[src/rtl/uart_rx_deframer.sv]
// uart_rx_deframer
//   Deframes 8N1-style UART characters from an already-synchronized, idle-high
//   serial line. The start bit is detected on its falling edge and confirmed at
//   mid-bit. Data bits are sampled once per bit period after that point, LSB
//   first. The stop bit is then checked.
//
//   state      | meaning
//   -----------+-----------------------------------------------------------
//   IDLE       | line idle, waiting for a 1->0 transition
//   START      | confirming the start bit at mid-bit
//   DATA       | sampling DATA_BITS data bits, one per bit period
//   STOP       | sampling the stop bit
//   BREAK_WAIT | stop bit was 0; hold off until the line returns high
//
// Ports
//   clk              system clock, posedge
//   reset            synchronous, active-high
//   serial_in_synced synchronized serial input, idle = 1
//   rx_data          last good received word, bit 0 = first data bit
//   rx_valid         one-cycle strobe, rx_data has just been updated
//   framing_error    one-cycle strobe, stop bit was sampled low
//   rx_busy          high whenever the FSM is not in IDLE
module uart_rx_deframer #(
  parameter int CLKS_PER_BIT = 16,
  parameter int DATA_BITS    = 8
) (
  input  logic                 clk,
  input  logic                 reset,
  input  logic                 serial_in_synced,
  output logic [DATA_BITS-1:0] rx_data,
  output logic                 rx_valid,
  output logic                 framing_error,
  output logic                 rx_busy
);

  localparam int HALF = CLKS_PER_BIT / 2;
  localparam int CW   = $clog2(CLKS_PER_BIT);
  localparam int BW   = $clog2(DATA_BITS);

  typedef enum logic [2:0] {
    S_IDLE,
    S_START,
    S_DATA,
    S_STOP,
    S_BREAK_WAIT
  } state_t;

  state_t               state_q, state_d;
  logic [CW-1:0]        cnt_q, cnt_d;
  logic [BW-1:0]        bit_idx_q, bit_idx_d;
  logic [DATA_BITS-1:0] shift_q, shift_d;
  logic [DATA_BITS-1:0] rx_data_q, rx_data_d;
  logic                 rx_valid_q, rx_valid_d;
  logic                 framing_error_q, framing_error_d;
  logic                 rx_busy_q, rx_busy_d;

  always_comb begin
    state_d         = state_q;
    cnt_d           = cnt_q + 1'b1;
    bit_idx_d       = bit_idx_q;
    shift_d         = shift_q;
    rx_data_d       = rx_data_q;
    rx_valid_d      = 1'b0;
    framing_error_d = 1'b0;

    case (state_q)
      S_IDLE: begin
        cnt_d = '0;
        if (!serial_in_synced) state_d = S_START;
      end
      S_START: begin
        if (cnt_q == CW'(HALF - 1)) begin
          cnt_d = '0;
          // A line back high at mid-bit is a glitch, not a start bit.
          if (serial_in_synced) begin
            state_d = S_IDLE;
          end else begin
            state_d   = S_DATA;
            bit_idx_d = '0;
          end
        end
      end
      S_DATA: begin
        if (cnt_q == CW'(CLKS_PER_BIT - 1)) begin
          cnt_d   = '0;
          // Right shift: after DATA_BITS samples the first bit lands in bit 0.
          shift_d = {serial_in_synced, shift_q[DATA_BITS-1:1]};
          if (bit_idx_q == BW'(DATA_BITS - 1)) state_d = S_STOP;
          else                                  bit_idx_d = bit_idx_q + 1'b1;
        end
      end
      S_STOP: begin
        if (cnt_q == CW'(CLKS_PER_BIT - 1)) begin
          cnt_d = '0;
          if (serial_in_synced) begin
            rx_data_d  = shift_q;
            rx_valid_d = 1'b1;
            state_d    = S_IDLE;
          end else begin
            framing_error_d = 1'b1;
            state_d         = S_BREAK_WAIT;
          end
        end
      end
      S_BREAK_WAIT: begin
        // Only leave once the line is high, so a held break cannot look like
        // a new start bit.
        cnt_d = '0;
        if (serial_in_synced) state_d = S_IDLE;
      end
      default: begin
        cnt_d   = '0;
        state_d = S_IDLE;
      end
    endcase

    rx_busy_d = (state_d != S_IDLE);
  end

  always_ff @(posedge clk) begin
    if (reset) begin
      state_q         <= S_IDLE;
      cnt_q           <= '0;
      bit_idx_q       <= '0;
      shift_q         <= '0;
      rx_data_q       <= '0;
      rx_valid_q      <= 1'b0;
      framing_error_q <= 1'b0;
      rx_busy_q       <= 1'b0;
    end else begin
      state_q         <= state_d;
      cnt_q           <= cnt_d;
      bit_idx_q       <= bit_idx_d;
      shift_q         <= shift_d;
      rx_data_q       <= rx_data_d;
      rx_valid_q      <= rx_valid_d;
      framing_error_q <= framing_error_d;
      rx_busy_q       <= rx_busy_d;
    end
  end

  assign rx_data       = rx_data_q;
  assign rx_valid      = rx_valid_q;
  assign framing_error = framing_error_q;
  assign rx_busy       = rx_busy_q;

endmodule
[config.mk]
export PLATFORM = sky130hd
export DESIGN_NAME = uart_rx_deframer
export DESIGN_NICKNAME = d
export VERILOG_FILES = /design/src/rtl/uart_rx_deframer.sv
export SDC_FILE = /design/constraint.sdc
export NUM_CORES = 1
export LEC_CHECK = 0
export CORE_MARGIN = 3
export CORE_UTILIZATION = 48
export DETAILED_ROUTE_END_ITERATION = 12
export PLACE_DENSITY = 0.73
export SLEW_MARGIN = 10
export SYNTH_ARGS = -nofsm -noshare
export SYNTH_HDL_FRONTEND = slang
export SYNTH_SLANG_ARGS = --single-unit
[constraint.sdc]
create_clock -name clk -period 1.4 [get_ports clk]
set_input_delay 0.14 -clock clk [delete_from_list [all_inputs] [get_ports clk]]
set_output_delay 0.14 -clock clk [all_outputs]
set_load 0.03 [all_outputs]
# Word-level counts from Yosys, hierarchy flattened
# Cells that the tools add are included.
classes:
  n_eq_ne: 11
  n_addsub: 2
  bitwise_logic: 2
  reduce_logical: 8
  mux: 19
op_table:
  columns: ["op", "count"]
  rows:
  - ["$mux W3", 11]
  - ["$pmux W3 S5", 1]
  - ["$mux W4", 2]
  - ["$ne A2 B2 Y1 const B", 4]
  - ["$pmux W4 S2", 1]
  - ["$eq A3 B2 Y1 const B", 2]
  - ["$eq A3 B3 Y1 const B", 2]
  - ["$pmux W3 S2", 1]
  - ["$reduce_and A5 Y1", 1]
  - ["$add A4 B1 Y4 const B", 1]
  - ["$eq A4 B3 Y1 const B", 1]
  - ["$eq A4 B4 Y1 const B", 1]
  - ["$add A3 B1 Y3 const B", 1]
  - ["$eq A3 B1 Y1 const B", 1]
  - ["$logic_not A3 Y1", 1]
  - ["$reduce_and A3 Y1", 1]
  - ["$reduce_bool A3 Y1", 1]
  - ["$reduce_or A3 Y1", 1]
  - ["$mux W1", 2]
  - ["$mux W2", 1]
  - ["$not A1 Y1", 2]
  - ["$reduce_and A2 Y1", 1]
  - ["$reduce_bool A2 Y1", 1]
  - ["$reduce_or A2 Y1", 1]
totals:
  register_bits: 29
  output_inout_bits: 11

# Logic depth before layout (Yosys ltp)
# Gate-level depths: netlist (run 1).
depth:
  word_depth: 5
  mapped_depth: 7

# Worst setup path before layout (run 1)
# Ideal clock, no wire load.
synth_timing:
  path_kind: "register to register"
  from: "reg cnt_q[0]"
  to: "reg rx_busy_q, in the netlist rx_busy"
  required_ns: 1.273
  slack_ns: -0.116
  setup_time_ns: 0.127
  stages_incl_launch_ff: 7
  period_less_slack_ns: 1.516
  arrival_ns: 1.389
  cell_sequence: "dfxtp_1 -> ha_1 -> and3_1 -> buf_6 -> nand3_1 -> a41oi_2 -> or3_1"
synth_via:
  elab_chain_cells: 4
synth_rtl:
  columns: ["item", "line", "rtl"]
  rows:
  - ["start, declared", "49", "logic [CW-1:0] cnt_q, cnt_d;"]
  - ["start signal, assigned", "132", "cnt_q <= cnt_d;"]
  - ["$eq A4 B4 Y1 / $eq A4 B3 Y1 (equally long branches)", "84, 93, 72", null]
  - ["$mux W3 (on tied branches)", "93, 72, 84", null]
  - ["$pmux W3 S5 (*)", "66", "case (state_q)"]
  - ["$reduce_bool A3 Y1 (*)", "117", "rx_busy_d = (state_d != S_IDLE);"]
  - ["end signal, assigned", "138", "rx_busy_q <= rx_busy_d;"]
  - ["end, declared", "55", "logic rx_busy_q, rx_busy_d;"]
# Mark *: on every way between the ends. The rest lies on a longest branch, timed or not.
# A chain may end at the register's enable or synchronous reset.

# Final worst setup path (run 1)
layout_timing:
  from: "reg cnt_q[0]"
  to: "reg bit_idx_q[0]"
layout_via:
  elab_chain_cells: 3
layout_rtl:
  columns: ["item", "line", "rtl"]
  rows:
  - ["$eq A4 B4 Y1 / $eq A4 B3 Y1 (equally long branches)", "84, 72", null]
  - ["$ne A2 B2 Y1 (no line)", null, null]
  - ["$reduce_and A5 Y1 (no line) (*)", null, null]
  - ["end signal, assigned", "133", "bit_idx_q <= bit_idx_d;"]
  - ["end, declared", "50", "logic [BW-1:0] bit_idx_q, bit_idx_d;"]
# Marked as above.

==> results by group, run 1 <==
STA
  – RSZ-0062 raised after global routing: true
  – Worst slew pin tran: 0.347 ns
  – Tmin final: 1.46 ns
  – Final setup viols: 6
  – Final worst slack: -0.0632 ns
  – Final Hold Violating Endpoints: 0
  – Max Slew Vio Count: 0
  – Clk_skew: 0.00846 ns
  – Fin crit share: 1.05
  – Rel. slew slack: 0.767
  – Final hold slack: 0.487 ns
  – Fmax: 683 MHz

Run
  – Max_cap viols: 0

Placement
  – DP Wirelength: 1.59 mm
  – Gpl congestion: about 0.83
  – Placed inst area: 1410 µm²
  – PortBufs: 13

Synth
  – Area leader, netlist: dfxtp_1
  – Mapped cell area: 1160 µm²
  – Post-synthesis sequential area ratio: 0.498
  – Synth area leaders: dfxtp_1, mux2i_1, nor2_1
  – Number of library cell types mapped by synthesis: 34
  – Seq cells post-synth: 29
  – Synth cell count leaders: dfxtp_1, nor2_1, mux2i_1, a21oi_1, nand3_1
  – Mapped Cells: between 100 and 150
  – Share of the synthesized area in the top cell type: 0.498
  – Syn Nets: 117
  – Dominant synthesized flop cell: dfxtp_1
  – Yosys Warn Count: 0
  – Most common cell in the netlist: dfxtp_1
  – Syn_area_per_cell: 10.5 µm²
  – FFs w/ async S/R, synth: 0
  – Number of enable flip-flop cells after synthesis: 0

Layout
  – Inserted Diodes: 0
  – Layout cells sized above 1: 0.262
  – Area occupied by multi-input gates: around 580 µm²
  – Fin area: between 1500 and 2000 µm²
  – Fillers: 210
  – Area delta synth->final: 28.9%
  – Nets: 146
  – Register area: ~590 µm²

Setup path
  – Critical Path Source Type: flop
  – CP Capture Type: flop
  – Crit path kind: reg2reg
  – Reg2Reg Depth: 6
  – CP required: 1.62 ns
  – Max FO, Critical Path: 6
  – Worst EP arrival: about 1.7 ns

Status
  – Failing checks: negative setup slack
  – Status: complete, but fails checks

Power
  – LEAKAGE: 0.000758 µW
  – VDD IR max: 0.000650 V
  – PD cells: 918 nW/µm²
  – Pwr Total: 1380 µW

Drt
  – DRT iter0 DRCs: 17
  – Wire per inst: between 10 and 15 µm
  – DRC viols: 0
  – DRT Pass-1 Iters: 4
  – Vias: around 900
  – Aggregate routed wire length: around 2.3 mm
  – Via density: 5.34
  – ANT nets after route: 0

GRT
  – Initial antenna violation count: 0
  – First-pass GRT wire length: between 4 and 5 mm
  – Pin count of the biggest net entering global routing: 20
  – Vias in the first global route: 914
  – All-Layer GR Usage: 0.167
  – Gr ovfl total: 0

Floorplanning
  – Die area: ~3000 µm²
  – Placeable Area: 2250 µm²
  – I/O pins: 14
  – Die width: 55.3 µm
  – DIE HEIGHT: 55.3 µm
  – Initial Util: 0.517
  – Rows: 17

Clocking
  – CTS Root Cell: clkbuf_4
  – Clk buf depth: 2
  – Worst-Skew Late Latency: about 0.32 ns
  – CTS tree: built
  – Clock sink count: 29
  – TritonCTS Buffers: 5
  – Clk pin slew, worst setup/hold paths: about 0.090 ns
  – H-tree depth: 2
  – Hold Buf Count CTS: 0

Min path
  – Worst Hold Depth: 2
  – Hold Path Class: reg2reg
-- sequential cells by signal (all words and copies together), names as in the netlist --
name	flops
state_q	3
cnt_q	4
rx_valid	1
framing_error	1
rx_busy	1
bit_idx_q	3
rx_data	8
shift_q	8
-- power by group --
| group | total, µW | internal (µW) | switching (µW) | leakage (µW) |
|---|---|---|---|---|
| registers | 841 | 832 | 8.19 | 0.000236 |
| clock network | 473 | 191 | 283 | 0.0000320 |
| logic | 63.9 | 28.3 | 35.5 | 0.000491 |
-- per-layer routing --
| layer | routed length, µm | vias up | share of wire | track usage |
|---|---|---|---|---|
| li1 | - | 447 | - | - |
| met1 | 1080 | 424 | 0.47 | 0.214 |
| met2 | 1050 | 22 | 0.46 | 0.235 |
| met3 | 95 | 9 | 0.042 | 0.0678 |
| met4 | 60 | 0 | 0.026 | 0.0938 |
| met5 | 0 | - | 0 | 0 |
-- critical path, stage by stage, from the launching register on --
cell	delay [ns]
dfxtp_2	0.36
ha_4	0.15
and3_4	0.24
buf_12	0.12
nand2_4	0.05
o21a_1	0.20
mux2_4	0.26
-- repair_timing --
| action | 4_1_cts | 5_1_grt |
|---|---|---|
| pin swaps | 3 | 1 |
| setup endpoints to repair | 15 | 20 |
| gates resized for setup | 15 | 4 |
| buffers inserted | 2 | 0 |
-- cells in the final DEF (no fill, tap or decap), types with 2 or more instances in the layout --
| master | synthesis | final |
|---|---|---|
| dfxtp_1 | 29 | 25 |
| nor2_1 | 19 | 19 |
| mux2i_1 | 15 | 15 |
| dlygate4sd2_1 | 0 | 11 |
| buf_4 | 1 | 11 |
| clkbuf_4 | 0 | 5 |
| a21oi_1 | 4 | 4 |
| dfxtp_2 | 0 | 4 |
| nand2_1 | 3 | 3 |
| nor3_1 | 3 | 3 |
| nand3_1 | 4 | 3 |
| buf_6 | 1 | 3 |
| a22o_1 | 2 | 2 |
| nor4_1 | 2 | 2 |
| or3_1 | 2 | 2 |
| ha_1 | 3 | 2 |
| clkinv_2 | 0 | 2 |
| clkdlybuf4s50_1 | 0 | 2 |
-- final timing paths --
kind | from | endpoint | slack, ns
min | shift_q[7]$_SDFFE_PP0P_ | shift_q[7]$_SDFFE_PP0P_ | 0.49
max | cnt_q[0]$_SDFF_PP0_ | bit_idx_q[0]$_SDFFE_PP0P_ | -0.06
min reg2reg | shift_q[7]$_SDFFE_PP0P_ | shift_q[7]$_SDFFE_PP0P_ | 0.49
max reg2reg | cnt_q[0]$_SDFF_PP0_ | bit_idx_q[0]$_SDFFE_PP0P_ | -0.06
-- area by class of cell --
| class | count | area share |
|---|---|---|
| repair buffers | 28 | 0.168 |
| well taps | 28 | 0.0233 |
| clock buffers | 6 | 0.0275 |
| flip-flops and latches | 29 | 0.390 |
| multi-input cells | 76 | 0.384 |
| clock inverters | 2 | 0.00667 |
-- logic make-up (layout without fill, tap and decap cells) --
family          after synthesis  count (layout)  share of synthesized area
mux                          16              16                      0.142
compound gates               11              11                     0.0709
fa+ha+maj                     3               3                     0.0322
flops                        29              29                      0.498
buf+inv                       6              36                     0.0301
simple gates                 44              44                      0.212
xor+xnor                      2               2                     0.0150
-- stage by stage --
step	utilization	setup TNS (ns)	setup WS (ns)	instances
global placement	0.627	-0.195	-0.131	159
finish	0.666	-0.163	-0.0632	169
detailed placement	0.627	-0.404	-0.157	159
CTS	0.660	-0.320	-0.0544	169
floorplan	-	-0.0730	-0.0465	111
global route	0.666	-1.20	-0.0947	169
Power figures use the tool's default switching activity.
==> inputs of run 2 (changes only) <==
==> constraint.sdc (replaced) <==
create_clock -name clk -period 1.3 [get_ports clk]
set_input_delay 0.13 -clock clk [delete_from_list [all_inputs] [get_ports clk]]
set_output_delay 0.13 -clock clk [all_outputs]
set_load 0.03 [all_outputs]
==> results by group, run 2 (synthesized netlist as in run 1, its figures left out) <==
Setup path
  – Critical Path Source Type: flop (unchanged)
  – Critical Path Max Stage Delay: 0.36 ns (about the same)
  – Most frequent CP cell: and3_4
  – Worst EP arrival: 1.65 ns (was 1.68 ns)
  – Reg2Reg Depth: 5 (was 6)
  – Reg-to-reg startpoint: cnt_q[1]$_SDFF_PP0_ (was cnt_q[0]$_SDFF_PP0_)
  – Critical-path cell list: ha_4 -> and3_4 -> and3_4 -> nor4_2 -> or3_1 (was ha_4 -> and3_4 -> buf_12 -> nand2_4 -> o21a_1 -> mux2_4)
  – CP bufs+invs: 0 (was 1)
  – Critical path's top delay family: simple AND/OR/NAND/NOR gates (was flip-flops)
  – Crit path max-delay cell type: dfxtp_2 (unchanged)
  – R2R Setup Slk: -0.13 ns (was -0.06 ns)
  – R2r endpoint: rx_busy$_SDFF_PP0_ (was bit_idx_q[0]$_SDFFE_PP0P_)
  – Max FO, Critical Path: 5 (was 6)
  – CP Capture Type: flop (unchanged)
  – CP required: 1.51 ns (was 1.62 ns)
  – Crit path depth: 5 (was 6)
  – Crit path kind: reg2reg (unchanged)

Floorplanning
  – Initial Util: 0.517 (unchanged)
  – Die width: 55.3 µm (unchanged)
  – Rows: 17 (unchanged)
  – Placeable Area: 2250 µm² (unchanged)
  – I/O pins: 14 (unchanged)
  – Die area: 3050 µm² (unchanged)
  – DIE HEIGHT: 55.3 µm (unchanged)

Status
  – Failing checks: negative setup slack (unchanged)
  – Status: complete, but fails checks (unchanged)

Drt
  – ANT nets after route: 0 (unchanged)
  – Vias: 921 (was 902)
  – Via density: 5.42 (was 5.34)
  – Aggregate routed wire length: 2.36 mm (was 2.29 mm)
  – DRC viols: 0 (unchanged)
  – DRT Pass-1 Iters: 4 (unchanged)
  – Wire per inst: 13.9 µm (was 13.5 µm)
  – DRT iter0 DRCs: 10 (was 17)

Clocking
  – H-tree depth: 2 (unchanged)
  – Clock sink count: 29 (unchanged)
  – Clk pin slew, worst setup/hold paths: 0.09 ns (about the same)
  – Post-CTS Setup Bufs: 0 (was 2)
  – CTS tree: built (unchanged)
  – CTS Root Cell: clkbuf_4 (unchanged)
  – Worst-Skew Late Latency: 0.32 ns (about the same)
  – Clk buf depth: 2 (unchanged)
  – TritonCTS Buffers: 5 (unchanged)

Layout
  – Nets: 147 (was 146)
  – Area delta synth->final: 34.3% (was 28.9%)
  – Most frequent cells in the layout: dfxtp_1, nor2_1, mux2i_1 (unchanged)
  – Fin area: 1560 µm² (was 1500 µm²)
  – Layout cells sized above 1: 0.303 (was 0.262)
  – Leading cell type in the layout, fill and taps excluded: dfxtp_1 (unchanged)
  – Inserted Diodes: 0 (unchanged)
  – Post-route insts no fill: 170 (was 169)

Power
  – PD cells: 1110 nW/µm² (was 918 nW/µm²)
  – Int Pwr: 1390 µW (was 1050 µW)
  – Comb pwr share: 0.044 (was 0.046)
  – Switching Share: 0.198 (was 0.237)
  – Clock network power share: 0.435 (was 0.344)
  – Sw Pwr: 344 µW (was 326 µW)
  – LEAKAGE: 0.000774 µW (was 0.000758 µW)
  – VDD IR max: 0.000732 V (was 0.000650 V)
  – Share of power burned in registers: 0.521 (was 0.610)

Placement
  – PortBufs: 13 (unchanged)
  – DP Cell Count: 161 (was 159)
  – DP Wirelength: 1.56 mm (was 1.59 mm)
  – Placed inst area: 1440 µm² (was 1410 µm²)
  – Gpl congestion: 0.774 (was 0.830)
  – Pre-CTS setup slack: -0.235 ns (was -0.157 ns)

STA
  – Max Slew Vio Count: 0 (unchanged)
  – Worst slew pin tran: 0.304 ns (was 0.347 ns)
  – Final TNS setup: -0.522 ns (was -0.163 ns)
  – Final worst slack: -0.135 ns (was -0.0632 ns)
  – Fin crit share: 1.10 (was 1.05)
  – Final Hold Violating Endpoints: 0 (unchanged)
  – Final setup viols: 14 (was 6)
  – Clk_skew: 0.00907 ns (was 0.00846 ns)
  – RSZ-0062 raised after global routing: true (unchanged)
  – Tmin final: 1.43 ns (was 1.46 ns)
  – Fmax: 697 MHz (was 683 MHz)
  – Final hold slack: 0.493 ns (was 0.487 ns)
  – Rel. slew slack: 0.795 (was 0.767)

GRT
  – Gr ovfl total: 0 (unchanged)
  – Vias in the first global route: 873 (was 914)
  – Pin count of the biggest net entering global routing: 19 (was 20)
  – All-Layer GR Usage: 0.169 (was 0.167)
  – Initial antenna violation count: 0 (unchanged)
  – First-pass GRT wire length: 3.93 mm (was 4.05 mm)

Min path
  – Hold EP: shift_q[7]$_SDFFE_PP0P_ (unchanged)
  – Hold Path Class: reg2reg (unchanged)
  – Worst Hold Depth: 2 (unchanged)
  – HP Start: shift_q[7]$_SDFFE_PP0P_ (unchanged)

Run
  – Max_cap viols: 0 (unchanged)
run 2: worst max-delay path by stage:
stage                                     to  slack, ns                 from
final                     rx_busy$_SDFF_PP0_      -0.13  cnt_q[1]$_SDFF_PP0_
after CTS                 rx_busy$_SDFF_PP0_      -0.12  cnt_q[0]$_SDFF_PP0_
after detailed placement  rx_busy$_SDFF_PP0_      -0.23     serial_in_synced
after floorplan           rx_busy$_SDFF_PP0_      -0.15  cnt_q[1]$_SDFF_PP0_
after global placement    rx_busy$_SDFF_PP0_      -0.22     serial_in_synced
after global routing      rx_busy$_SDFF_PP0_      -0.17  cnt_q[1]$_SDFF_PP0_
run 2: metal layers:
layer / vias to the layer above / part of all wire / wire length, µm / GRT usage
li1: 451 / - / - / -
met3: 5 / 0.050 / 118 / 0.0654
met5: - / 0 / 0 / 0
met4: 0 / 0.019 / 46 / 0.0972
met2: 24 / 0.50 / 1190 / 0.275
met1: 441 / 0.43 / 1010 / 0.187
run 2: through the flow:
step	util	total power (µW)
after floorplan	-	963
after global placement	0.639	996
after detailed placement	0.639	997
after CTS	0.684	1750
after global routing	0.694	1810
final	0.694	1730
run 2: cell type report:
cell class                      count  area, µm²
Clock buffer                        7       55.1
Sequential cell                    29        587
Tap cell                           28       35.0
Fill cell                         196        691
Timing Repair Buffer               28        250
Clock inverter                      1       30.0
Multi-Input combinational cell     77        607
run 2: repair_timing:
item                                    in CTS  in global routing
hold buffers                                 0                  0
gates cloned                                 1                  0
endpoints found under the setup margin      32                 22
resized for setup                           19                  6
pin swaps                                    5                  3
run 2: power by group through the flow:
| stage | registers (µW) | logic, µW | clock network (µW) |
|---|---|---|---|
| finish | 903 | 76.4 | 755 |
| global route | 904 | 82.4 | 827 |
| CTS | 903 | 74.3 | 775 |
| detailed placement | 923 | 73.5 | 0 |
| global placement | 923 | 72.6 | 0 |
| floorplan | 930 | 33.5 | 0 |
run 2: worst min-delay path, delay by kind of cell, from the launching register on:
family | cells | cell delay [ns]
flops | 1 | 0.33
simple gates | 1 | 0.06
compound gates | 1 | 0.06
==> inputs of run 3 (changes only) <==
--- a/config.mk
+++ b/config.mk
@@ -13,3 +13,4 @@
 export SYNTH_ARGS = -nofsm -noshare
 export SYNTH_HDL_FRONTEND = slang
 export SYNTH_SLANG_ARGS = --single-unit
+export TNS_END_PERCENT = 1
==> results by group, run 3 (synthesized netlist as in run 1, its figures left out) <==
Drt
  – Aggregate routed wire length: 2.29 mm (was 2.36 mm)
  – DRC viols: 0 (unchanged)
  – Wire per inst: 13.5 µm (was 13.9 µm)
  – DRT Pass-1 Iters: 4 (unchanged)
  – Vias: 925 (was 921)
  – ANT nets after route: 0 (unchanged)
  – DRT iter0 DRCs: 20 (was 10)
  – Via density: 5.44 (was 5.42)

Placement
  – DP Cell Count: 161 (unchanged)
  – PortBufs: 13 (unchanged)
  – Placed inst area: 1430 µm² (was 1440 µm²)
  – Gpl congestion: 0.774 (about the same)
  – DP Wirelength: 1.64 mm (was 1.56 mm)
  – Pre-CTS setup slack: -0.259 ns (was -0.235 ns)

Status
  – Failing checks: negative setup slack (unchanged)
  – Status: complete, but fails checks (unchanged)

STA
  – Rel. slew slack: 0.782 (was 0.795)
  – Max Slew Vio Count: 0 (unchanged)
  – Tmin final: 1.46 ns (was 1.43 ns)
  – Final setup viols: 21 (was 14)
  – Worst slew pin tran: 0.325 ns (was 0.304 ns)
  – Clk_skew: 0.00905 ns (was 0.00907 ns)
  – Fmax: 684 MHz (was 697 MHz)
  – Final Hold Violating Endpoints: 0 (unchanged)
  – Fin crit share: 1.12 (was 1.10)
  – Final worst slack: -0.162 ns (was -0.135 ns)
  – RSZ-0062 raised after global routing: true (unchanged)

Power
  – VDD IR max: 0.000688 V (was 0.000732 V)
  – Switching Share: 0.227 (was 0.198)
  – Share of power burned in registers: 0.626 (was 0.521)
  – LEAKAGE: 0.000762 µW (was 0.000774 µW)
  – Clock network power share: 0.321 (was 0.435)
  – PD cells: 961 nW/µm² (was 1110 nW/µm²)
  – Sw Pwr: 328 µW (was 344 µW)
  – Int Pwr: 1120 µW (was 1390 µW)
  – Comb pwr share: 0.052 (was 0.044)

Clocking
  – Clk pin slew, worst setup/hold paths: 0.09 ns (about the same)
  – H-tree depth: 2 (unchanged)
  – Worst-Skew Late Latency: 0.32 ns (about the same)
  – Hold Buf Count CTS: 0 (unchanged)
  – CTS tree: built (unchanged)
  – Clock sink count: 29 (unchanged)
  – TritonCTS Buffers: 5 (unchanged)
  – CTS Root Cell: clkbuf_4 (unchanged)
  – Clk buf depth: 2 (unchanged)

Setup path
  – R2R Setup Slk: -0.16 ns (was -0.13 ns)
  – CP Capture Type: flop (unchanged)
  – Critical Path Source Type: flop (unchanged)
  – Reg2Reg Depth: 6 (was 5)
  – CP required: 1.52 ns (was 1.51 ns)
  – Reg-to-reg startpoint: cnt_q[1]$_SDFF_PP0_ (unchanged)
  – Crit path kind: reg2reg (unchanged)
  – Crit path max-delay cell type: dfxtp_2 (unchanged)
  – R2r endpoint: bit_idx_q[0]$_SDFFE_PP0P_ (was rx_busy$_SDFF_PP0_)
  – Worst EP arrival: 1.68 ns (was 1.65 ns)
  – Critical Path Max Stage Delay: 0.36 ns (about the same)
  – Max FO, Critical Path: 5 (unchanged)
  – Critical-path cell list: ha_4 -> and3_4 -> buf_4 -> nand2_4 -> o21a_1 -> mux2_4 (was ha_4 -> and3_4 -> and3_4 -> nor4_2 -> or3_1)

Layout
  – Post-route insts no fill: 170 (unchanged)
  – Layout cells sized above 1: 0.303 (unchanged)
  – Area occupied by multi-input gates: 588 µm² (was 607 µm²)
  – Final Core Density: 0.667 (was 0.694)
  – Inserted Diodes: 0 (unchanged)
  – Leading cell type in the layout, fill and taps excluded: dfxtp_1 (unchanged)
  – Fillers: 213 (was 196)
  – Area delta synth->final: 29.1% (was 34.3%)
  – Most frequent cells in the layout: dfxtp_1, nor2_1, buf_4 (was dfxtp_1, nor2_1, mux2i_1)
  – Fin area: 1500 µm² (was 1560 µm²)
  – Nets: 149 (was 147)
  – Register area: 587 µm² (unchanged)

Floorplanning
  – Die area: 3050 µm² (unchanged)
  – DIE HEIGHT: 55.3 µm (unchanged)
  – Placeable Area: 2250 µm² (unchanged)
  – Initial Util: 0.517 (unchanged)
  – Rows: 17 (unchanged)
  – I/O pins: 14 (unchanged)
  – Die width: 55.3 µm (unchanged)

GRT
  – GRT met3 Usage: 0.0561 (was 0.0654)
  – GR Util met2: 0.238 (was 0.275)
  – GRT Max-Usage Layer: met2 (unchanged)
  – Pin count of the biggest net entering global routing: 19 (unchanged)
  – First-pass GRT wire length: 3.94 mm (was 3.93 mm)
  – Gr ovfl total: 0 (unchanged)
  – All-Layer GR Usage: 0.168 (was 0.169)
  – Vias in the first global route: 899 (was 873)
  – Met1 Use GR: 0.206 (was 0.187)
  – Initial antenna violation count: 0 (unchanged)

Run
  – Max_cap viols: 0 (unchanged)

Min path
  – Hold Path Class: reg2reg (unchanged)
  – HP Start: shift_q[7]$_SDFFE_PP0P_ (unchanged)
  – Hold EP: shift_q[7]$_SDFFE_PP0P_ (unchanged)
  – Worst Hold Depth: 2 (unchanged)
-- run 3: layout make-up --
| class | count | share of cell area |
|---|---|---|
| timing repair buffer | 30 | 0.167 |
| clock inverter | 1 | 0.00333 |
| sequential | 29 | 0.390 |
| clock buffer | 5 | 0.0250 |
| multi-input combinational | 77 | 0.391 |
| tap | 28 | 0.0233 |
-- run 3: layer usage --
| layer | wire [µm] | share of wire | up-vias |
|---|---|---|---|
| met5 | 0 | 0 | - |
| met4 | 87 | 0.038 | 0 |
| met3 | 131 | 0.057 | 8 |
| met2 | 1040 | 0.45 | 28 |
| met1 | 1030 | 0.45 | 437 |
| li1 | - | - | 452 |
-- run 3: worst max-delay path by stage --
stage / from / to / slack (ns) / depth (start not counted)
finish: cnt_q[1]$_SDFF_PP0_ / bit_idx_q[0]$_SDFFE_PP0P_ / -0.16 / 6
CTS: cnt_q[1]$_SDFF_PP0_ / rx_busy$_SDFF_PP0_ / -0.17 / 5
global route: cnt_q[1]$_SDFF_PP0_ / rx_busy$_SDFF_PP0_ / -0.23 / 5
global placement: serial_in_synced / rx_busy$_SDFF_PP0_ / -0.22 / 5
detailed placement: serial_in_synced / rx_busy$_SDFF_PP0_ / -0.26 / 5
floorplan: cnt_q[1]$_SDFF_PP0_ / rx_busy$_SDFF_PP0_ / -0.15 / 6
-- run 3: what timing repair did --
item	in CTS	in global routing
pin swaps	3	3
setup buffers	0	2
cloned	1	0
endpoints found under the setup margin	32	23
gates resized for setup	17	4
-- run 3: power by group through the flow --
stage	clock (µW)	combinational [µW]	sequential, µW
CTS	479	73.3	905
finish	464	75.7	905
detailed placement	0	73.3	925
global placement	0	70.3	925
global route	522	82.6	906
floorplan	0	33.4	930
-- run 3: metrics by stage --
step	TNS [ns]	total power, µW	hold slack (ns)
2_1_floorplan	-1.05	963	0.207
3_3_place_gp	-0.880	995	0.466
3_5_place_dp	-1.70	998	0.476
4_1_cts	-0.710	1460	0.497
5_1_grt	-3.04	1510	0.517
6_report	-1.40	1440	0.496
-- run 3: worst max-delay path, delay by kind of cell (launching register included) --
kind                       cells  cell delay [ns]
DFF                            1             0.36
and+or+nand+nor                2             0.27
muxes                          1             0.26
AOI/OAI and AO/OA              1             0.20
adders and majority gates      1             0.16
buffers and inverters          1             0.12
